### src/rtl/frame_sched.sv
// -----------------------------------------------------------------------------
// frame_sched -- frame-synchronous game-update scheduler
//
// Purpose:
//   Asks the game logic for a new object state once every FRAME_DIV frames.
//   The request starts on the falling edge of VS. The answer (upd_ack plus the
//   *_in buses) is committed to the renderer-facing outputs only while the
//   display is in blanking. The committed positions therefore never change
//   inside a visible frame.
//   If blanking ends before the answer arrives, the request is abandoned.
//   The 'late' output pulses and a saturating miss counter increments.
//
// Parameters:
//   FRAME_DIV  request period in frames (1..255)
//   LATE_W     width of the saturating late counter
//
// Ports:
//   CLOCK_50   in   1       system clock, rising edge
//   reset      in   1       synchronous active-low reset
//   VS         in   1       active-low vertical sync
//   blank      in   1       high outside the visible area
//   upd_ack    in   1       game logic: *_in buses hold the next state
//   pause      in   1       (only with FRAME_SCHED_PAUSE_EN) suppress requests
//   ball_x_in  in   10      next ball x
//   ball_y_in  in   9       next ball y
//   pad_l_in   in   9       next left paddle position
//   pad_r_in   in   9       next right paddle position
//   upd_req    out  1       update request to game logic
//   ball_x     out  10      committed ball x
//   ball_y     out  9       committed ball y
//   pad_l      out  9       committed left paddle
//   pad_r      out  9       committed right paddle
//   frame_cnt  out  16      number of committed updates (wraps)
//   late       out  1       one-cycle pulse on a missed deadline
//   late_cnt   out  LATE_W  saturating count of missed deadlines
//
// Configuration macro:
//   FRAME_SCHED_PAUSE_EN  adds the 'pause' input. While pause is high, frame
//                         edges seen in IDLE neither start a request nor
//                         advance the divider.
// -----------------------------------------------------------------------------
module frame_sched #(
    parameter int FRAME_DIV = 1,
    parameter int LATE_W    = 8
) (
    input  logic              CLOCK_50,
    input  logic              reset,
    input  logic              VS,
    input  logic              blank,
    input  logic              upd_ack,
`ifdef FRAME_SCHED_PAUSE_EN
    input  logic              pause,
`endif
    input  logic [9:0]        ball_x_in,
    input  logic [8:0]        ball_y_in,
    input  logic [8:0]        pad_l_in,
    input  logic [8:0]        pad_r_in,
    output logic              upd_req,
    output logic [9:0]        ball_x,
    output logic [8:0]        ball_y,
    output logic [8:0]        pad_l,
    output logic [8:0]        pad_r,
    output logic [15:0]       frame_cnt,
    output logic              late,
    output logic [LATE_W-1:0] late_cnt
);

    typedef enum logic [0:0] {
        IDLE = 1'b0,
        REQ  = 1'b1
    } state_t;

    // Last divider value; the edge that finds the divider here starts a request.
    localparam logic [7:0] DIV_LAST = 8'(FRAME_DIV - 1);

    // Positions shown before the first commit: ball centred, paddles mid-height.
    localparam logic [9:0] BALL_X_RST = 10'd320;
    localparam logic [8:0] BALL_Y_RST = 9'd240;
    localparam logic [8:0] PAD_RST    = 9'd208;

    state_t      state_r;
    logic [7:0]  div_cnt_r;
    logic        vs_d_r;
    logic        frame_edge_s;
    logic        edge_eff_s;

    // Saturating increment: once all ones, the miss counter stays there.
    function automatic logic [LATE_W-1:0] sat_inc(input logic [LATE_W-1:0] v);
        logic [LATE_W-1:0] r;
        if (v == {LATE_W{1'b1}}) begin
            r = v;
        end else begin
            r = v + LATE_W'(1);
        end
        return r;
    endfunction

    // Frame edge = VS falling. With pause compiled in, a paused edge is masked.
    always_comb begin
        frame_edge_s = vs_d_r & ~VS;
`ifdef FRAME_SCHED_PAUSE_EN
        if (pause) begin
            edge_eff_s = 1'b0;
        end else begin
            edge_eff_s = frame_edge_s;
        end
`else
        edge_eff_s = frame_edge_s;
`endif
    end

    // Scheduler FSM with registered request, late pulse, counters and outputs.
    always_ff @(posedge CLOCK_50) begin
        if (!reset) begin
            state_r   <= IDLE;
            div_cnt_r <= 8'd0;
            vs_d_r    <= 1'b1;
            upd_req   <= 1'b0;
            late      <= 1'b0;
            late_cnt  <= {LATE_W{1'b0}};
            frame_cnt <= 16'd0;
            ball_x    <= BALL_X_RST;
            ball_y    <= BALL_Y_RST;
            pad_l     <= PAD_RST;
            pad_r     <= PAD_RST;
        end else begin
            vs_d_r <= VS;
            late   <= 1'b0;
            case (state_r)
                IDLE: begin
                    // upd_ack is deliberately not looked at here.
                    upd_req <= 1'b0;
                    if (edge_eff_s) begin
                        if (div_cnt_r == DIV_LAST) begin
                            div_cnt_r <= 8'd0;
                            state_r   <= REQ;
                            upd_req   <= 1'b1;
                        end else begin
                            div_cnt_r <= div_cnt_r + 8'd1;
                        end
                    end else begin
                        div_cnt_r <= div_cnt_r;
                    end
                end
                REQ: begin
                    // Frame edges are ignored here. The end of blanking is
                    // checked before upd_ack, so an ack that arrives as
                    // blanking ends still counts as a miss.
                    if (!blank) begin
                        upd_req  <= 1'b0;
                        late     <= 1'b1;
                        late_cnt <= sat_inc(late_cnt);
                        state_r  <= IDLE;
                    end else if (upd_ack) begin
                        ball_x    <= ball_x_in;
                        ball_y    <= ball_y_in;
                        pad_l     <= pad_l_in;
                        pad_r     <= pad_r_in;
                        frame_cnt <= frame_cnt + 16'd1;
                        upd_req   <= 1'b0;
                        state_r   <= IDLE;
                    end else begin
                        upd_req <= 1'b1;
                    end
                end
                default: begin
                    upd_req <= 1'b0;
                    state_r <= IDLE;
                end
            endcase
        end
    end

endmodule

### config.mk
export PLATFORM = sky130hd
export DESIGN_NAME = frame_sched
export DESIGN_NICKNAME = d
export VERILOG_FILES = /design/src/rtl/frame_sched.sv
export SDC_FILE = /design/constraint.sdc
export NUM_CORES = 1
export LEC_CHECK = 0
export ABC_AREA = 0
export CAP_MARGIN = 15
export CORE_MARGIN = 8
export CORE_UTILIZATION = 46
export CTS_BUF_LIST = sky130_fd_sc_hd__clkbuf_4 sky130_fd_sc_hd__clkbuf_8
export CTS_CLUSTER_SIZE = 14
export DETAILED_ROUTE_END_ITERATION = 8
export PLACE_DENSITY = 0.92
export SLEW_MARGIN = 25
export SYNTH_ARGS = -nofsm -noshare
export SYNTH_HDL_FRONTEND = slang
export SYNTH_SLANG_ARGS = --single-unit
### constraint.sdc
create_clock -name CLOCK_50 -period 1.8 [get_ports CLOCK_50]
set_input_delay 0.18 -clock CLOCK_50 [delete_from_list [all_inputs] [get_ports CLOCK_50]]
set_output_delay 0.18 -clock CLOCK_50 [all_outputs]
set_load 0.02 [all_outputs]
==> reports/metrics.yaml, run 1 <==
status: "complete, no violations"
synthDistinctLibCells: 34
cts_tree: "built"
h-tree-depth: 3
min_period_ps: 1650
top_level_ports: 105
p_per_area_nw_per_um2: 764
cts_buffers: 9
final_cell_mix: "clkdlybuf4s50_1 (104), nand2_1 (89), dfxtp_1 (72)"
numPlacedInstances: 520
finalCritPeriodShare_pct: 91.7
cts_resized: 0
clock_latency_ps: 340
start_kind: "flip-flop"
antenna_found_initial: 0
hold_class: "in -> reg"
cap_violations: 0
drc: 0
synthFlopType: "dfxtp_1"
die_w_um: 94.3
wl_per_cell_um: 15.1
timing.rr.start: "frame_cnt[5]$_SDFFE_PN0P_"
die-height_um: 94.3
hold_viol: 0
rsz0062_at_grt: "no"
finalSetupViolations: 0
cp_max_fo: 6
dr.pass1.iters: 5
crit_type: "reg -> reg"
grt_max_degree: 50
grt.overflow.total: 0
post-place-ws_ps: -9.16
port_buffers: 104
track_usage_pct: 18.4
clock_sinks: 72
ys_ff_latch: 72
min_from: "pad_r_in[5]"
relSlewSlack_pct: 66.3
wl_mm: 8.09
place_congestion: 0.869
rows: 28
routed_via_density: 5.21
yosysWarnings: 0
fin_cells: 535
clockBufferDepth: 2
max_freq_mhz: 606
start_util_pct: 47.7
grt_pass1_wl_mm: 13.1
core_area_um2: 5920
fin_util_pct: 71.7
synth.cell_area_um2: 2820
irDropWorstVdd_v: 0.000544
synth_nets: 386
clk_pin_slew_ps: 70
fin_nets: 502
worst_slew_pin_slew_ps: 505
worst_slack_ps: 150
post_cts_buffers: 0
slew_viol_final: 0
synth.avg_cell_area_um2: 8.30
p_total_mw: 3.24
synth_edf_count: 0
critPathLaunch: "frame_cnt[5]$_SDFFE_PN0P_"
hpwl_mm: 5.88
syn_to_final_growth_pct: 50.3
grt_pass1_vias: 2723
yosysSeqAreaShare_pct: 51.1
dieArea_um2: 8900
leakagePower_nw: 1.56
final_common_cell: "clkdlybuf4s50_1"
detail-route-antenna-nets: 0
cts_root_buf: "clkbuf_8"
synthCells: 340
critical_path_arrival_ps: 1920
antenna_cells: 0
vias: 2790
drtIter0Drc: 169
worst_setup_path_end_kind: "flip-flop"
layout-drive-gt1-share_pct: 7.83
postCtsHoldBufs: 0
cp_data_required_time_ps: 2070
synth-async-reset-ratio_pct: 0
skew_ps: 6.78
## final timing paths
path | end | slack, ps | cells after the start
worst max-delay path | frame_cnt[15]$_SDFFE_PN0P_ | 150 | 4
worst min-delay path | pad_r[5]$_SDFFE_PN0P_ | 390 | 3
worst min register to register | ball_x[4]$_SDFFE_PN0P_ | 450 | 2
worst max register to register | frame_cnt[15]$_SDFFE_PN0P_ | 150 | 4
## synthesized netlist by cell type, drive strengths merged (2+ instances only)
cell type / count / share of area [%]
nand2: 89 / 12
o21ai: 5 / 1.0
a21oi: 36 / 6.4
xor2: 11 / 3.4
or3: 5 / 1.1
buf: 3 / 0.53
and4: 2 / 0.62
nand3: 23 / 4.5
ha: 4 / 1.8
clkbuf: 14 / 1.9
nor2: 23 / 3.1
or4: 5 / 1.3
o211ai: 2 / 0.53
xnor2: 8 / 2.5
nor3: 6 / 1.1
dfxtp: 72 / 51
o31ai: 4 / 1.1
inv: 5 / 0.66
nand4: 7 / 1.6
and3: 5 / 1.1
## cells by family (layout without fill, tap and decap cells)
logic type | count (synthesis) | after routing | synth area share, %
DFF | 72 | 72 | 51.1
xor gates and xnor gates | 19 | 19 | 5.90
AOI/OAI and AO/OA | 48 | 48 | 9.26
adders and majority gates | 4 | 4 | 1.77
buffers and inverters | 22 | 142 | 3.06
and+or+nand+nor | 174 | 174 | 28.6
muxes | 1 | 1 | 0.355
## per-layer routing
metal / routed length, µm / track usage, %
met4: 91 / 6.47
met3: 748 / 7.30
met5: 0 / 0
met2: 4220 / 32.5
met1: 3030 / 19.4
## power breakdown
group	total [mW]	internal, mW	switching, mW
Clock	1.30	0.741	0.555
Sequential	1.64	1.62	0.0178
Combinational	0.308	0.167	0.141
## registers in the layout, summed over array words and instances (netlist names)
signal / cells
frame_cnt: 16
ball_x: 10
ball_y: 9
pad_l: 9
pad_r: 9
div_cnt_r: 8
late_cnt: 8
late: 1
state_r: 1
vs_d_r: 1
## area by class of cell
class	instances	area (µm²)
clock buffer	12	165
sequential	72	1440
clock inverter	3	40.0
multi-input combinational	246	1290
inverter	5	18.8
timing repair buffer	122	1190
tap	75	93.8
fill	427	1680
## worst max-delay path, cell delays in order (launching register included)
cell     delay (ps)
dfxtp_1         410
and4_1          300
nand3_1         200
or4_1           510
a21oi_1         150
## metrics by stage
| stage | TNS (ps) | instance area [µm²] | hold slack, ps |
|---|---|---|---|
| after detailed placement | -12.1 | 4040 | 447 |
| after floorplan | 0 | 2820 | 281 |
| after CTS | 0 | 4240 | 365 |
| after global placement | 0 | 4040 | 441 |
| final | 0 | 4240 | 386 |
| after global routing | 0 | 4240 | 380 |
Note: power is estimated with default switching activity, not from simulation.
==> run 2: changes to the inputs <==
- CORE_UTILIZATION: 46 -> 44
- CTS_BUF_LIST: sky130_fd_sc_hd__clkbuf_4 sky130_fd_sc_hd__clkbuf_8 -> sky130_fd_sc_hd__clkbuf_8 sky130_fd_sc_hd__clkbuf_16
- PLACE_DENSITY: 0.92 -> 0.89
==> run 2 against run 1 <==
Effect of this change:
- critical path type is now reg -> out
- global-route usage decreased by 0.40 points
- sequential share of layout area increased by 0.080 points
- final cell count unchanged
- highest routed layer unchanged
- largest cell class unchanged
- worst setup slack got worse by 17 ps
- clock power decreased by 3%
==> reports/metrics.yaml, run 2 (synthesis results as in run 1) <==
hpwl_mm: 5.93  # was 5.88 mm
critical_path.top_delay_family: "buffers and inverters"  # was simple AND/OR/NAND/NOR gates
timing.rr.start: "late_cnt[0]$_SDFFE_PN0P_"  # was frame_cnt[5]$_SDFFE_PN0P_
die-height_um: 96.1  # was 94.3 µm
top_register: "frame_cnt"  # unchanged
postCtsHoldBufs: 0  # unchanged
antenna_found_initial: 0  # unchanged
clock_sinks: 72  # unchanged
wl_mm: 7.84  # was 8.09 mm
critical_path.cell_chain: "clkdlybuf4s50_1"  # was and4_1 > nand3_1 > or4_1 > a21oi_1
crit_end: "frame_cnt[0]"  # was frame_cnt[15]$_SDFFE_PN0P_
clockBufferDepth: 2  # unchanged
h-tree-depth: 3  # unchanged
worst_setup_path_end_kind: "output pin"  # was flip-flop
start_util_pct: 45.0  # was 47.7%
track_usage_pct: 18.0  # was 18.4%
cap_violations: 0  # unchanged
crit_type: "reg -> out"  # was reg -> reg
relSlewSlack_pct: 73.5  # was 66.3%
dr.pass1.iters: 4  # was 5
reg2reg_depth: 5  # was 4
clk_pin_slew_ps: 70  # about the same
min_period_ps: 1670  # was 1650 ps
rsz0062_at_grt: "no"  # unchanged
die_w_um: 96.1  # was 94.3 µm
cp_data_required_time_ps: 1620  # was 2070 ps
numPlacedInstances: 520  # unchanged
drc: 0  # unchanged
n_fill_cell: 516  # was 427
top_level_ports: 105  # unchanged
reg_top3: "frame_cnt: 16 flops, ball_x: 10 flops"  # unchanged
final_cell_mix: "clkdlybuf4s50_1 (104), nand2_1 (89), dfxtp_1 (72)"  # unchanged
slowest_stage: "clkdlybuf4s50_1"  # was or4_1
cp_max_fo: 5  # was 6
layout-drive-gt1-share_pct: 7.42  # was 7.83%
p_per_area_nw_per_um2: 756  # was 764 nW/µm²
cts_buffers: 9  # unchanged
start_kind: "flip-flop"  # unchanged
clock_latency_ps: 340  # about the same
cts_resized: 0  # unchanged
syn_to_final_growth_pct: 50.0  # was 50.3%
post_cts_buffers: 0  # unchanged
largest_reg_flops: 16  # unchanged
worst_slew_pin_slew_ps: 398  # was 505 ps
critical_path_arrival_ps: 1490  # was 1920 ps
r2r_slack_ps: 190  # was 150 ps
vias: 2710  # was 2790
r2r-end: "late_cnt[5]$_SDFFE_PN0P_"  # was frame_cnt[15]$_SDFFE_PN0P_
irDropWorstVdd_v: 0.000527  # was 0.000544 V
hold_viol: 0  # unchanged
grt_pass1_wl_mm: 13.1  # about the same
detail-route-antenna-nets: 0  # unchanged
wl_per_cell_um: 14.6  # was 15.1 µm
cp_num_cells: 1  # was 4
finalCritPeriodShare_pct: 92.6  # was 91.7%
cts_tree: "built"  # unchanged
routed_via_density: 5.07  # was 5.21
dieArea_um2: 9230  # was 8900 µm²
hold_depth: 3  # unchanged
place_congestion: 0.863  # was 0.869
drtIter0Drc: 93  # was 169
grt_max_degree: 40  # was 50
antenna_cells: 0  # unchanged
fin_tns_setup_ps: 0  # unchanged
hold_class: "in -> reg"  # unchanged
cts_root_buf: "clkbuf_8"  # unchanged
fin_cells: 535  # unchanged
critPathLaunch: "frame_cnt[0]$_SDFFE_PN0P_"  # was frame_cnt[5]$_SDFFE_PN0P_
finalSetupViolations: 0  # unchanged
critical_path_buf_inv_count: 1  # was 0
slew_viol_final: 0  # unchanged
port_buffers: 104  # unchanged
core_area_um2: 6280  # was 5920 µm²
fin_nets: 500  # was 502
grt.overflow.total: 0  # unchanged
status: "complete, no violations"  # unchanged
grt_pass1_vias: 2778  # was 2723
final_common_cell: "clkdlybuf4s50_1"  # unchanged
leakagePower_nw: 1.55  # was 1.56 nW
max_stage_delay_ps: 670  # was 510 ps
skew_ps: 15.3  # was 6.78 ps
max_freq_mhz: 600  # was 606 MHz
rows: 29  # was 28
[run 2: cell types whose count changed in the layout (fill, tap and decap cells not counted), sizes merged]
| cell | before | now |
|---|---|---|
| buf | 18 | 16 |
| clkbuf | 12 | 10 |
| clkinv | 2 | 4 |
[run 2: how the worst min path moves through the flow]
stage | startpoint | endpoint | slack [ps]
finish | pad_r_in[0] | pad_r[0]$_SDFFE_PN0P_ | 380
global route | ball_y_in[8] | ball_y[8]$_SDFFE_PN0P_ | 380
CTS | pad_r_in[8] | pad_r[8]$_SDFFE_PN0P_ | 370
detailed placement | ball_x[3]$_SDFFE_PN0P_ | ball_x[3]$_SDFFE_PN0P_ | 450
global placement | ball_x[0]$_SDFFE_PN0P_ | ball_x[0]$_SDFFE_PN0P_ | 440
floorplan | VS | vs_d_r$_SDFF_PN1_ | 280
[run 2: layout make-up]
cell class                 count  area [µm²]  share of cell area (%)
sequential                    72        1440                    34.1
clock inverter                 5        57.6                    1.36
clock buffer                  10         138                    3.25
tap                           77        96.3                    2.28
inverter                       5        18.8                   0.443
multi-input combinational    246        1290                    30.6
timing repair buffer         120        1190                    28.0
[run 2: routing by layer]
layer	track usage (%)	up-vias	share of wire [%]
li1	-	1377	-
met1	19.2	1237	38
met2	31.1	83	51
met3	7.02	13	9.8
met4	7.43	0	2.1
met5	0	-	0
[run 2: where the power goes]
part           switching (mW)  internal, mW
combinational           0.136         0.165
clock                   0.588         0.670
sequential             0.0194          1.62
total                   0.744          2.46
[run 2: stage by stage]
stage               setup slack [ps]  instance area (µm²)  hold WS (ps)  power (mW)  util [%]
finish                           133                 4230           385        3.20      67.4
global placement              -0.545                 4040           442        1.97      64.3
CTS                             99.5                 4230           365        3.24      67.4
detailed placement             -34.7                 4040           447        1.98      64.3
global route                    48.2                 4230           376        3.35      67.4
floorplan                        122                 2820           281        1.80         -
[run 2: worst min-delay path, stage by stage]
cell	delay [ps]
clkdlybuf4s50_1	390
nand2_1	50
a21oi_1	50
==> run 3: changes to the inputs <==
- SETUP_SLACK_MARGIN: not set -> 0.4
==> run 3 against run 2 <==
Effect of this change:
- cell area is 4.9% higher
- clock power up 20%
- total power grew 7.4%
- combinational power fell by 1%
- flip-flop and latch count unchanged
- critical path depth rose by 4
- die area did not move
- core utilization is 3.3 points higher
- via count rose by 5.2%
- worst setup slack better by 250 ps
- worst hold slack got worse by 10 ps
==> reports/metrics.yaml, run 3 (synthesis results as in run 1) <==
largest_reg_flops: 16  # unchanged
leakagePower_nw: 1.85  # was 1.55 nW
p_seq_share_pct: 47.5  # was 51.3%
final_common_cell: "nand2_1"  # was clkdlybuf4s50_1
min_from: "pad_r_in[3]"  # was pad_r_in[0]
numPlacedInstances: 514  # was 520
cts_root_buf: "clkbuf_8"  # unchanged
critical_path_arrival_ps: 1680  # was 1490 ps
p_sw_share_pct: 22.1  # was 23.2%
rows: 29  # unchanged
clkPwrFrac_pct: 43.9  # was 39.3%
core_area_um2: 6280  # unchanged
cap_violations: 0  # unchanged
reg_top3: "frame_cnt: 16 flops, ball_x: 10 flops"  # unchanged
timing.rr.start: "late_cnt[0]$_SDFFE_PN0P_"  # unchanged
top_register: "frame_cnt"  # unchanged
cp_data_required_time_ps: 2060  # was 1620 ps
clockBufferDepth: 2  # unchanged
p_total_mw: 3.44  # was 3.20 mW
max_stage_delay_ps: 470  # was 670 ps
slowest_stage: "or4_1"  # was clkdlybuf4s50_1
switching_power_uw: 760  # was 744 µW
grt_pass1_wl_mm: 13.6  # was 13.1 mm
cts_tree: "built"  # unchanged
track_usage_pct: 18.9  # was 18.0%
layout-drive-gt1-share_pct: 17.0  # was 7.42%
fin_cells: 547  # was 535
place_congestion: 0.822  # was 0.863
final_cell_mix: "nand2_1 (87), dlygate4sd2_1 (63), dfxtp_1 (53)"  # was clkdlybuf4s50_1 (104), nand2_1 (89), dfxtp_1 (72)
power_frac_comb_pct: 8.6  # was 9.4%
p_int_mw: 2.68  # was 2.46 mW
start_util_pct: 45.0  # unchanged
grt_pass1_vias: 2878  # was 2778
min_period_ps: 1420  # was 1670 ps
worst_hold_slack_ps: 374  # was 385 ps
detail-route-antenna-nets: 0  # unchanged
n_fill_cell: 500  # was 516
worst_setup_path_end_kind: "flip-flop"  # was output pin
h-tree-depth: 3  # unchanged
status: "complete, no violations"  # unchanged
drtIter0Drc: 165  # was 93
grt.overflow.total: 0  # unchanged
grt_max_degree: 50  # was 40
slew_viol_final: 0  # unchanged
port_buffers: 104  # unchanged
cp_max_fo: 5  # unchanged
clock_sinks: 72  # unchanged
critPathLaunch: "late_cnt[0]$_SDFFE_PN0P_"  # was frame_cnt[0]$_SDFFE_PN0P_
post-place-ws_ps: -8.79  # was -34.7 ps
finalCritPeriodShare_pct: 78.8  # was 92.6%
fin_util_pct: 70.7  # was 67.4%
die-height_um: 96.1  # unchanged
fin_tns_setup_ps: 0  # unchanged
start_kind: "flip-flop"  # unchanged
r2r-end: "late_cnt[5]$_SDFFE_PN0P_"  # unchanged
die_w_um: 96.1  # unchanged
rsz0062_at_grt: "yes"  # was no
multi_input_area_um2: 1420  # was 1290 µm²
dieArea_um2: 9230  # unchanged
hold_viol: 0  # unchanged
clk_pin_slew_ps: 80  # was 70 ps
antenna_cells: 0  # unchanged
antenna_found_initial: 0  # unchanged
area.sequential_um2: 1490  # was 1440 µm²
worst_slew_pin_slew_ps: 301  # was 398 ps
hold_class: "in -> reg"  # unchanged
skew_ps: 12.0  # was 15.3 ps
clock_latency_ps: 340  # about the same
syn_to_final_growth_pct: 57.3  # was 50.0%
finalInstanceArea_um2: 4440  # was 4230 µm²
r2r_slack_ps: 380  # was 190 ps
finalSetupViolations: 0  # unchanged
top_level_ports: 105  # unchanged
max_freq_mhz: 705  # was 600 MHz
critical_path.cell_chain: "ha_4 > nand3_4 > o21ai_4 > or4_1 > a21oi_1"  # was clkdlybuf4s50_1
relSlewSlack_pct: 79.8  # was 73.5%
worst_slack_ps: 382  # was 133 ps
place_area_um2: 4060  # was 4040 µm²
p_per_area_nw_per_um2: 774  # was 756 nW/µm²
hpwl_mm: 5.93  # about the same
fin_nets: 511  # was 500
wl_mm: 8.70  # was 7.84 mm
cts_buffers: 9  # unchanged
crit_type: "reg -> reg"  # was reg -> out
drc: 0  # unchanged
wl_per_cell_um: 15.9  # was 14.6 µm
vias: 2851  # was 2710
irDropWorstVdd_v: 0.000453  # was 0.000527 V
dr.pass1.iters: 5  # was 4
routed_via_density: 5.21  # was 5.07
reg2reg_depth: 5  # unchanged
crit_end: "late_cnt[5]$_SDFFE_PN0P_"  # was frame_cnt[0]
[run 3: changes by cell type in the layout (fill, tap and decap cells not counted), sizes merged, moves of 2 or more]
cell,delta
dlygate4sd2,+63
buf,+10
bufinv,+2
clkdlybuf4s50,-63
clkinv,-4
inv,+2
clkinvlp,+2
[run 3: power by group through the flow]
stage | clock network, mW | logic, mW | registers [mW]
floorplan | 0 | 0.0902 | 1.70
detailed placement | 0 | 0.302 | 1.68
global placement | 0 | 0.296 | 1.67
CTS | 1.54 | 0.297 | 1.63
global route | 1.61 | 0.321 | 1.64
finish | 1.51 | 0.297 | 1.63
[run 3: repair_timing]
action,CTS,global route
cloned,1,0
endpoints found under the setup margin,67,18
gates resized for setup,80,7
buffers inserted,10,6
hold buffers,0,0
pin swaps,7,5
[run 3: layout make-up]
cell class / instances / share of cell area, %
clock inverter: 7 / 2.54
sequential: 72 / 33.5
inverter: 5 / 0.423
multi-input combinational: 247 / 31.9
tap: 77 / 2.17
clock buffer: 9 / 2.79
timing repair buffer: 130 / 26.6
[run 3: how the worst min path moves through the flow]
stage,end,cells past startpoint
3_5_place_dp,pad_r[1]$_SDFFE_PN0P_,2
5_1_grt,pad_r[1]$_SDFFE_PN0P_,3
6_report,pad_r[3]$_SDFFE_PN0P_,3
2_1_floorplan,vs_d_r$_SDFF_PN1_,1
3_3_place_gp,pad_r[1]$_SDFFE_PN0P_,2
4_1_cts,pad_r[3]$_SDFFE_PN0P_,3
[run 3: critical path, delay by kind of cell, from the launching register on]
family | cells | cell delay, ps
and+or+nand+nor | 2 | 580
DFF | 1 | 360
adders and majority gates | 1 | 180
AOI/OAI and AO/OA | 2 | 230
[run 3: layer usage]
metal	part of all wire (%)	track usage, %	vias to the layer above
li1	-	-	1403
met3	7.1	5.77	28
met2	50	32.0	95
met4	3.8	10.8	0
met5	0	0	-
met1	39	20.6	1325
